`src/rtl/mult_div_pkg.sv`:
```
// Shared types and sizing for the iterative HI/LO multiply/divide sequencer.
// Optional unsigned support is enabled by defining MULT_DIV_UNSIGNED_EN.
package mult_div_pkg;

  localparam int unsigned MD_WIDTH = 32;

  function automatic int unsigned cnt_width(input int unsigned w);
    return $clog2(w) + 1;
  endfunction

  localparam int unsigned MD_CNT_W = cnt_width(MD_WIDTH);

  typedef enum logic [2:0] {
    ST_IDLE = 3'd0,
    ST_MULT = 3'd1,
    ST_DIV  = 3'd2,
    ST_DONE = 3'd3,
    ST_DIVZ = 3'd4
  } md_state_e;

endpackage

```
`src/rtl/div_step.sv`:
```
// One restoring-divide iteration on unsigned magnitudes: shift in a dividend
// bit, subtract the divisor if it fits, and emit the quotient bit.
module div_step
  import mult_div_pkg::*;
#(
  parameter int unsigned WIDTH = MD_WIDTH
) (
  input  logic [WIDTH-1:0] rem_i,
  input  logic             dvd_bit_i,
  input  logic [WIDTH-1:0] dvs_i,
  output logic [WIDTH-1:0] rem_c_o,
  output logic             q_bit_c_o
);

  logic [WIDTH:0] shifted;

  always_comb begin
    shifted   = {rem_i, dvd_bit_i};
    q_bit_c_o = (shifted >= {1'b0, dvs_i});
    // Remainder stays below the divisor, so the difference fits in WIDTH bits.
    rem_c_o   = q_bit_c_o ? (shifted[WIDTH-1:0] - dvs_i) : shifted[WIDTH-1:0];
  end

endmodule

```
`src/rtl/mult_div_ctrl.sv`:
```
// Iterative signed Booth multiply / restoring divide feeding the HI/LO registers.
// Define MULT_DIV_UNSIGNED_EN to add the op_unsigned port (multu/divu).
module mult_div_ctrl
  import mult_div_pkg::*;
#(
  parameter int unsigned WIDTH = MD_WIDTH
) (
  input  logic             clock,
  input  logic             reset,
  input  logic             start_mult,
  input  logic             start_div,
  input  logic [WIDTH-1:0] op_a,
  input  logic [WIDTH-1:0] op_b,
`ifdef MULT_DIV_UNSIGNED_EN
  input  logic             op_unsigned,
`endif
  output logic             busy,
  output logic             done,
  output logic             write_hi,
  output logic             write_lo,
  output logic [WIDTH-1:0] hi_out,
  output logic [WIDTH-1:0] lo_out,
  output logic             div_zero
);

  localparam int unsigned CNT_W = cnt_width(WIDTH);

  md_state_e        state_q;
  logic [CNT_W-1:0] cnt_q;
  logic [WIDTH:0]   acc_q, m_q;
  logic [WIDTH-1:0] q_q;
  logic             qm1_q, corr_q;
  logic [WIDTH-1:0] rem_q, dvd_q, dvs_q;
  logic             qneg_q, rneg_q;
  logic             busy_q, done_q, wr_q, dz_q;
  logic [WIDTH-1:0] hi_q, lo_q;

  logic             uns_c, last_c, a_neg_c, b_neg_c, qbit_c;
  logic [WIDTH-1:0] a_mag_c, b_mag_c, rem_n_c, quo_n_c, q_n_c;
  logic [WIDTH:0]   m_c, booth_sum_c, acc_n_c;

`ifdef MULT_DIV_UNSIGNED_EN
  assign uns_c = op_unsigned;
`else
  assign uns_c = 1'b0;
`endif

  assign last_c = (cnt_q == CNT_W'(WIDTH - 1));

  // Operand conditioning at the accepting edge.
  always_comb begin
    a_neg_c = ~uns_c & op_a[WIDTH-1];
    b_neg_c = ~uns_c & op_b[WIDTH-1];
    a_mag_c = a_neg_c ? WIDTH'(-op_a) : op_a;
    b_mag_c = b_neg_c ? WIDTH'(-op_b) : op_b;
    m_c     = {a_neg_c, op_a};
  end

  // Radix-2 Booth step on {acc, Q, q-1}, WIDTH+1-bit accumulator.
  always_comb begin
    case ({q_q[0], qm1_q})
      2'b01:   booth_sum_c = acc_q + m_q;
      2'b10:   booth_sum_c = acc_q - m_q;
      default: booth_sum_c = acc_q;
    endcase
    acc_n_c = {booth_sum_c[WIDTH], booth_sum_c[WIDTH:1]};
    q_n_c   = {booth_sum_c[0], q_q[WIDTH-1:1]};
  end

  div_step #(.WIDTH(WIDTH)) u_div_step (
    .rem_i     (rem_q),
    .dvd_bit_i (dvd_q[WIDTH-1]),
    .dvs_i     (dvs_q),
    .rem_c_o   (rem_n_c),
    .q_bit_c_o (qbit_c)
  );

  assign quo_n_c = {dvd_q[WIDTH-2:0], qbit_c};

  always_ff @(posedge clock or posedge reset) begin
    if (reset) begin
      state_q <= ST_IDLE;
      cnt_q   <= '0;
      acc_q   <= '0;
      m_q     <= '0;
      q_q     <= '0;
      qm1_q   <= 1'b0;
      corr_q  <= 1'b0;
      rem_q   <= '0;
      dvd_q   <= '0;
      dvs_q   <= '0;
      qneg_q  <= 1'b0;
      rneg_q  <= 1'b0;
      busy_q  <= 1'b0;
      done_q  <= 1'b0;
      wr_q    <= 1'b0;
      dz_q    <= 1'b0;
      hi_q    <= '0;
      lo_q    <= '0;
    end else begin
      done_q <= 1'b0;
      wr_q   <= 1'b0;
      dz_q   <= 1'b0;
      case (state_q)
        ST_IDLE: begin
          // Multiply has priority; a simultaneous divide request is dropped.
          if (start_mult) begin
            state_q <= ST_MULT;
            busy_q  <= 1'b1;
            cnt_q   <= '0;
            acc_q   <= '0;
            m_q     <= m_c;
            q_q     <= op_b;
            qm1_q   <= 1'b0;
            corr_q  <= uns_c & op_b[WIDTH-1];
          end else if (start_div) begin
            busy_q <= 1'b1;
            if (op_b == '0) begin
              state_q <= ST_DIVZ;
              done_q  <= 1'b1;
              dz_q    <= 1'b1;
            end else begin
              state_q <= ST_DIV;
              cnt_q   <= '0;
              rem_q   <= '0;
              dvd_q   <= a_mag_c;
              dvs_q   <= b_mag_c;
              qneg_q  <= a_neg_c ^ b_neg_c;
              rneg_q  <= a_neg_c;
            end
          end
        end
        ST_MULT: begin
          acc_q <= acc_n_c;
          q_q   <= q_n_c;
          qm1_q <= q_q[0];
          cnt_q <= cnt_q + CNT_W'(1);
          if (last_c) begin
            state_q <= ST_DONE;
            done_q  <= 1'b1;
            wr_q    <= 1'b1;
            // Booth treats Q as signed; an unsigned multiplier with MSB set needs +M<<WIDTH.
            hi_q    <= acc_n_c[WIDTH-1:0] + (corr_q ? m_q[WIDTH-1:0] : '0);
            lo_q    <= q_n_c;
          end
        end
        ST_DIV: begin
          rem_q <= rem_n_c;
          dvd_q <= quo_n_c;
          cnt_q <= cnt_q + CNT_W'(1);
          if (last_c) begin
            state_q <= ST_DONE;
            done_q  <= 1'b1;
            wr_q    <= 1'b1;
            hi_q    <= rneg_q ? WIDTH'(-rem_n_c) : rem_n_c;
            lo_q    <= qneg_q ? WIDTH'(-quo_n_c) : quo_n_c;
          end
        end
        ST_DONE, ST_DIVZ: begin
          state_q <= ST_IDLE;
          busy_q  <= 1'b0;
        end
        default: begin
          state_q <= ST_IDLE;
          busy_q  <= 1'b0;
        end
      endcase
    end
  end

  assign busy     = busy_q;
  assign done     = done_q;
  assign write_hi = wr_q;
  assign write_lo = wr_q;
  assign div_zero = dz_q;
  assign hi_out   = hi_q;
  assign lo_out   = lo_q;

endmodule

```
`config.mk`:
```
export PLATFORM = sky130hd
export DESIGN_NAME = mult_div_ctrl
export DESIGN_NICKNAME = d
export VERILOG_FILES = /design/src/rtl/mult_div_pkg.sv /design/src/rtl/div_step.sv /design/src/rtl/mult_div_ctrl.sv
export SDC_FILE = /design/constraint.sdc
export NUM_CORES = 1
export LEC_CHECK = 0
export CAP_MARGIN = 5
export CORE_ASPECT_RATIO = 0.7
export CORE_MARGIN = 2
export CORE_UTILIZATION = 37
export CTS_CLUSTER_SIZE = 28
export DETAILED_ROUTE_END_ITERATION = 10
export PLACE_DENSITY = 0.62
export SETUP_SLACK_MARGIN = 0.02
export SYNTH_ARGS = -nofsm -noshare
export SYNTH_HDL_FRONTEND = slang
export SYNTH_SLANG_ARGS = --single-unit
```
`constraint.sdc`:
```
create_clock -name clock -period 10.1 [get_ports clock]
set_input_delay 1.515 -clock clock [delete_from_list [all_inputs] [get_ports clock]]
set_output_delay 1.515 -clock clock [all_outputs]
set_load 0.03 [all_outputs]
```
==> results of run 1 <==
==> worst max-delay path, cell delays in order, from the launching register on <==
cell	delay, ps
dfrtp_1	440
ha_1	460
a21oi_1	220
a21boi_1	320
nand2_1	190
o21ai_0	480
a211o_1	600
nand2_4	500
inv_1	220
mux2i_1	330
ha_1	290
inv_1	90
nor4b_1	720
nor4b_1	510
nand4_1	220
a211oi_1	380
a31oi_1	150
xnor2_1	170
a221o_1	310
==> logic make-up (layout without fill, tap and decap cells) <==
logic type	count (synthesis)	in the layout	share of synthesized area, %
other cells	0	1	0
simple gates	894	894	21.2
xor+xnor	177	177	8.03
fa+ha+maj	73	73	4.81
mux	50	50	2.70
buf+inv	213	287	4.61
flops	272	272	35.3
compound gates	703	703	23.4
==> final cells by class <==
class                      instances  area [sq um]
antenna                            1          2.50
clock buffer                      37           826
clock inverter                    17           253
fill                            5100         28900
inverter                          76           293
multi-input combinational       1897         11700
sequential                       272          6810
tap                              674           843
timing repair buffer             157          1550
==> metrics by stage <==
step                instances  total power [mW]  area [sq um]  hold WS (ps)
floorplan                2382              5.76         19300           450
global placement         3075              7.16         21100           464
detailed placement       3075              7.25         21100           471
CTS                      3129              8.50         22200           486
global route             3130              9.24         22200           509
finish                   3131              8.60         22200           482
==> path summary, 6_finish.rpt <==
kind,to,cells after the start,from
setup / recovery,hi_out[28]$_DFFE_PP0P_,18,rem_q[7]$_DFFE_PP0P_
hold / removal,dvs_q[9]$_DFFE_PP0P_,2,dvs_q[9]$_DFFE_PP0P_
setup reg to reg,hi_out[28]$_DFFE_PP0P_,18,rem_q[7]$_DFFE_PP0P_
hold reg to reg,dvs_q[9]$_DFFE_PP0P_,2,dvs_q[9]$_DFFE_PP0P_
max in group asynchronous,rem_q[26]$_DFFE_PP0P_,3,reset
min in group asynchronous,q_q[13]$_DFFE_PP0P_,2,reset
==> cells in the final DEF, fill, tap and decap left out, types with 7 or more instances in the layout <==
cell type,netlist,layout
o21bai_1,7,7
dfrtp_1,272,272
a21o_1,33,33
nor4_1,14,14
nand3_1,46,46
o221ai_1,7,7
nor3_1,49,49
a21oi_1,165,165
o21ai_0,213,213
a211oi_1,12,12
nand2_1,406,402
o41ai_1,15,15
and3_1,15,15
or3_1,25,25
nor2b_1,14,14
o21a_1,16,16
clkbuf_8,2,7
clkdlybuf4s50_1,0,136
or4_1,18,18
a221o_1,30,30
mux2i_1,37,37
a31oi_1,51,51
o31ai_1,35,35
mux2_2,12,12
a22o_1,18,18
o211ai_1,20,20
and2_1,13,12
xnor2_1,103,103
nand2b_1,21,20
clkbuf_16,0,29
nand4_1,20,20
xor2_1,74,74
ha_1,71,71
inv_1,74,73
buf_4,3,19
a22oi_1,9,9
nor2_1,203,203
or2_2,8,8
==> where the power goes <==
group          internal (mW)  switching, mW  leakage (nW)  total, mW
registers               1.45          0.416          3.47       1.87
clock network          0.732          0.490         0.534       1.22
logic                   2.01           3.50          5.61       5.51
total                   4.19           4.40          9.61       8.60
==> registers in the layout, indices dropped and copies added (netlist names) <==
register / cells
cnt_q: 6
dvs_q: 32
dvd_q: 32
q_q: 32
m_q: 32
state_q: 3
lo_out: 32
rem_q: 32
write_hi: 1
hi_out: 32
div_zero: 1
rneg_q: 1
acc_q: 32
done: 1
qm1_q: 1
qneg_q: 1
busy: 1
==> per-layer routing <==
layer | vias up | wire [um] | part of all wire [%] | track usage, %
met2 | 816 | 28100 | 41 | 35.9
li1 | 8623 | - | - | -
met4 | 4 | 1360 | 2.0 | 5.11
met1 | 8964 | 32800 | 48 | 37.2
met5 | - | 26 | 0.038 | 0
met3 | 92 | 6230 | 9.1 | 5.77
==> out/metrics.csv, run 1 <==
stage,metric,value,unit
synthesis,synth_top_area_share,35.3,%
min_path,hold_path_class,reg -> reg,
floorplan,die_y,195,um
global_route,overflow,0,
timing,tightest_slew,1220,ps
floorplan,die_x,277,um
power_and_ir_drop,peakVddDrop,0.000191,V
timing,slew_headroom,18.2,%
timing,grt_setup_unrepaired,false,
worst_setup_path,crit_fanout,51,
cells_and_area,nets,2574,
placed_design,io_buffers,136,
synthesis,ys_types,94,
clock_network,cts_root_buf,clkbuf_16,
placed_design,post-place-ws,3560,ps
synthesis,netlist_area,19300,sq um
worst_setup_path,crit_path_end_kind,flip-flop,
timing,tns,0,ps
cells_and_area,utilization,43.5,%
timing,fin_crit_sh,66.9,%
synthesis,yosysMostFrequentCell,nand2_1,
routing,drc,0,
synthesis,synth_common_cells,"nand2_1 (406), dfrtp_1 (272), o21ai_0 (213), nor2_1 (203), a21oi_1 (165)",
timing,setup_ws,3340,ps
timing,final_max_slew_viol_count,0,
clock_network,clk_pin_slew,70,ps
floorplan,core_area,51100,sq um
synthesis,yosysSeqAreaShare,35.3,%
timing,setup_viol,0,
worst_setup_path,path_class,reg -> reg,
floorplan,boundaryPins,137,
cells_and_area,area_delta_synth_final,15.1,%
synthesis,synthesis.nets,2523,
run,drv_cap,0,
clock_network,cts_sinks,272,
synthesis,synth_warnings,0,
worst_setup_path,worst_setup_path_start_kind,flip-flop,
synthesis,ys_ff_latch,272,
clock_network,clockBufferDepth,3,
synthesis,synth_enable_flop_cells,0,
synthesis,postSynthCellCount,2382,
synthesis,synth_flop_cell,dfrtp_1,
floorplan,die_area,54100,sq um
placed_design,place_congestion,0.911,
timing,hold_violations,0,
routing,wl_per_cell,21.9,um
worst_setup_path,regToRegSetupSlack,3340,ps
floorplan,start_util,37.8,%
clock_network,cts_buffers,29,
synthesis,yosys.area.top_type,dfrtp_1,
global_route,grt_pass1_vias,17224,
global_route,globalRouteTotalUtil,24.8,%
floorplan,rows,69,
worst_setup_path,cp.required,10560,ps
run_status,status,finished clean,
routing,vias_per_cell,5.91,
clock_network,htreeDepth,1,
power_and_ir_drop,power_density,387,nW/um^2
power_and_ir_drop,power_leakage,9.61,nW
clock_network,cts_resized,0,
worst_setup_path,critPathArrivalTime,7220,ps
synthesis,synth_area_per_cell,8.10,sq um
synthesis,async_reset_ff_share,100,%
clock_network,cts_tree,done,
clock_network,post_cts_buffers,0,
clock_network,hold_buffers,0,
synthesis,netlist_top_cells_area,"dfrtp_1 (35%), nand2_1 (7.9%), o21ai_0 (5.5%), xnor2_1 (4.7%), ha_1 (4.6%)",
global_route,grt_max_degree,155,
timing,post-route-min-period,6760,ps
routing,final_antenna_net_count,0,
placed_design,dp_hpwl,52100,um
clock_network,clk-insertion-delay-late,580,ps
routing,dr.first_iter.drc_count,1994,
routing,drtPass1Iterations,6,
timing,fmaxAchievable,148,MHz
global_route,grt_antenna_before_repair,3,
routing,totalWireLength,68600,um
timing,finalClockSkew,13.3,ps
cells_and_area,drive_gt1_share,5.54,%
routing,dr_total_vias,18499,
global_route,grt_pass1_wl,105000,um
(Power assumes the default switching activity.)
==> run 2: changes to the inputs <==
PLACE_DENSITY = 0.64   (was 0.62)
clock period = 5.7 ns   (was 10.1 ns; I/O delays follow)
==> run 2 against run 1 <==
  * Sequential share of layout area fell by 0.21 points
  * Via count rose by 0.71%
  * Register-to-register slack got worse by 3100 ps
  * Routed wire length fell by 0.61%
  * Clock skew rose by 24 ps
  * Critical path type unchanged
  * Critical endpoint unchanged
  * Largest cell class unchanged
==> out/metrics.csv, run 2 (same netlist as run 1, synthesis figures left out) <==
stage,metric,value,unit,change
timing,slew_headroom,10.9,%,-7.3 points
clock_network,htreeDepth,1,,unchanged
worst_setup_path,critPathArrivalTime,5890,ps,-1330 ps
placed_design,dp_hpwl,52300,um,+0.26%
worst_setup_path,crit_fanout,8,,-84%
clock_network,clockBufferDepth,3,,unchanged
floorplan,die_y,195,um,unchanged
routing,final_antenna_net_count,0,,unchanged
timing,hold_violations,0,,unchanged
power_and_ir_drop,power_leakage,9.71,nW,+0.96%
clock_network,clk-insertion-delay-late,590,ps,about the same
timing,finalClockSkew,37.3,ps,+23.9 ps
worst_setup_path,regToRegStartpoint,rem_q[6]$_DFFE_PP0P_,,
clock_network,cts_tree,done,,
global_route,grt_pass1_vias,17356,,+0.77%
cells_and_area,fin_cells,3154,,+0.73%
power_and_ir_drop,peakVddDrop,0.000361,V,+89%
floorplan,boundaryPins,137,,unchanged
worst_setup_path,regToRegSetupSlack,260,ps,-3080 ps
timing,tightest_slew,1330,ps,+116 ps
global_route,grt_antenna_before_repair,2,,-1
cells_and_area,nets,2602,,+1.1%
routing,drtPass1Iterations,5,,-1
floorplan,start_util,37.8,%,unchanged
global_route,grt_max_degree,171,,+10%
cells_and_area,final_cell_mix,"nand2_1 (402), dfrtp_1 (272), o21ai_0 (212)",,
timing,fin_hold_ws,477,ps,-5.78 ps
worst_setup_path,path_class,reg -> reg,,
worst_setup_path,worst_setup_path_start_kind,flip-flop,,
min_path,hold_path_end,hi_out[21]$_DFFE_PP0P_,,
clock_network,cts_sinks,272,,unchanged
global_route,grt_pass1_wl,104000,um,-0.75%
placed_design,dp_cells,3105,,+0.98%
run,drv_cap,0,,unchanged
placed_design,place_congestion,0.942,,+3.4%
routing,dr_total_vias,18630,,+0.71%
run_status,status,finished clean,,
floorplan,core_area,51100,sq um,unchanged
worst_setup_path,crit_path_end_kind,flip-flop,,
power_and_ir_drop,power_density,686,nW/um^2,+77%
routing,dr.first_iter.drc_count,2066,,+3.6%
routing,vias_per_cell,5.91,,about the same
cells_and_area,multiInputGateArea,11700,sq um,about the same
clock_network,hold_buffers,0,,unchanged
cells_and_area,seq_area,6810,sq um,unchanged
timing,tns,0,ps,unchanged
global_route,overflow,0,,unchanged
routing,wl_per_cell,21.6,um,-1.3%
placed_design,place_area,21400,sq um,+1.2%
cells_and_area,final_area,22400,sq um,+0.69%
floorplan,rows,69,,unchanged
timing,post-route-min-period,5440,ps,-1320 ps
cells_and_area,utilization,43.8,%,+0.30 points
timing,fmaxAchievable,184,MHz,+24%
clock_network,post_cts_buffers,0,,unchanged
cells_and_area,drive_gt1_share,6.33,%,+0.80 points
timing,fin_crit_sh,95.4,%,+29 points
floorplan,die_x,277,um,unchanged
cells_and_area,final_common_cell,nand2_1,,
clock_network,cts_root_buf,clkbuf_16,,
routing,totalWireLength,68100,um,-0.61%
cells_and_area,n_fill_cell,5108,,+0.16%
worst_setup_path,cp.required,6150,ps,-4410 ps
clock_network,clk_pin_slew,70,ps,about the same
global_route,globalRouteTotalUtil,24.5,%,-0.26 points
routing,drc,0,,unchanged
placed_design,io_buffers,136,,unchanged
timing,setup_viol,0,,unchanged
worst_setup_path,r2r.worst_path.cells,17,,-1
clock_network,cts_buffers,28,,-3.4%
cells_and_area,area_delta_synth_final,15.9,%,
worst_setup_path,regToRegEndpoint,hi_out[28]$_DFFE_PP0P_,,
timing,grt_setup_unrepaired,false,,
timing,final_max_slew_viol_count,0,,unchanged
min_path,hold_path_class,reg -> reg,,
floorplan,die_area,54100,sq um,unchanged
min_path,holdPathStages,2,,unchanged
min_path,holdCritStartpoint,hi_out[21]$_DFFE_PP0P_,,
## run 2: cell types whose count changed in the layout (fill, tap and decap cells not counted), sizes merged
cell      change
clkbuf        +1
clkinvlp      +1
inv           -2
bufinv        -1
buf          +29
clkinv        -5
## run 2: cell type report
type | count | area share (%)
tap | 674 | 3.77
antenna | 1 | 0.0112
sequential | 272 | 30.4
multi-input combinational | 1897 | 52.1
timing repair buffer | 186 | 7.93
clock inverter | 10 | 0.923
inverter | 76 | 1.29
clock buffer | 38 | 3.57
## run 2: stage by stage
| step | setup WS [ps] | power [mW] |
|---|---|---|
| 3_5_place_dp | 289 | 13.1 |
| 4_1_cts | 212 | 15.2 |
| 6_report | 260 | 15.4 |
| 5_1_grt | 30.1 | 16.5 |
| 2_1_floorplan | 311 | 10.2 |
| 3_3_place_gp | 382 | 12.9 |
## run 2: how the worst max path moves through the flow
stage / slack, ps / from / cells past startpoint / end
3_3_place_gp: 380 / rem_q[6]$_DFFE_PP0P_ / 17 / hi_out[28]$_DFFE_PP0P_
4_1_cts: 210 / rem_q[6]$_DFFE_PP0P_ / 19 / hi_out[28]$_DFFE_PP0P_
5_1_grt: 30 / rem_q[2]$_DFFE_PP0P_ / 18 / hi_out[28]$_DFFE_PP0P_
2_1_floorplan: 310 / rem_q[19]$_DFFE_PP0P_ / 21 / hi_out[28]$_DFFE_PP0P_
3_5_place_dp: 290 / rem_q[6]$_DFFE_PP0P_ / 17 / hi_out[28]$_DFFE_PP0P_
6_report: 260 / rem_q[6]$_DFFE_PP0P_ / 17 / hi_out[28]$_DFFE_PP0P_
## run 2: timing repair
item	4_1_cts	5_1_grt
endpoints found under the hold margin	0	0
resized for setup	0	3
setup endpoints to repair	0	4
## run 2: worst max-delay path, cell delays in order, from the launching register on
cell	delay [ps]
dfrtp_1	470
ha_1	430
and2_1	200
a21boi_1	260
nand2_1	170
o21ai_1	430
a211o_1	260
nand2_4	100
inv_1	130
mux2i_1	260
ha_1	260
inv_1	90
or4_1	590
or4_1	550
a211oi_1	450
a31oi_1	180
xnor2_1	170
a221o_1	310
## run 2: layer usage
layer,GRT usage (%),vias to the layer above,share of wire [%]
li1,-,8667,-
met1,36.8,9125,47
met2,35.9,759,42
met3,5.84,77,9.0
met4,4.11,2,1.6
met5,0,-,0.018
## run 2: power by group
group	leakage [nW]	switching (mW)	internal, mW
registers	3.47	0.720	2.57
logic	5.75	6.32	3.70
clock network	0.487	0.835	1.21
total	9.71	7.88	7.48
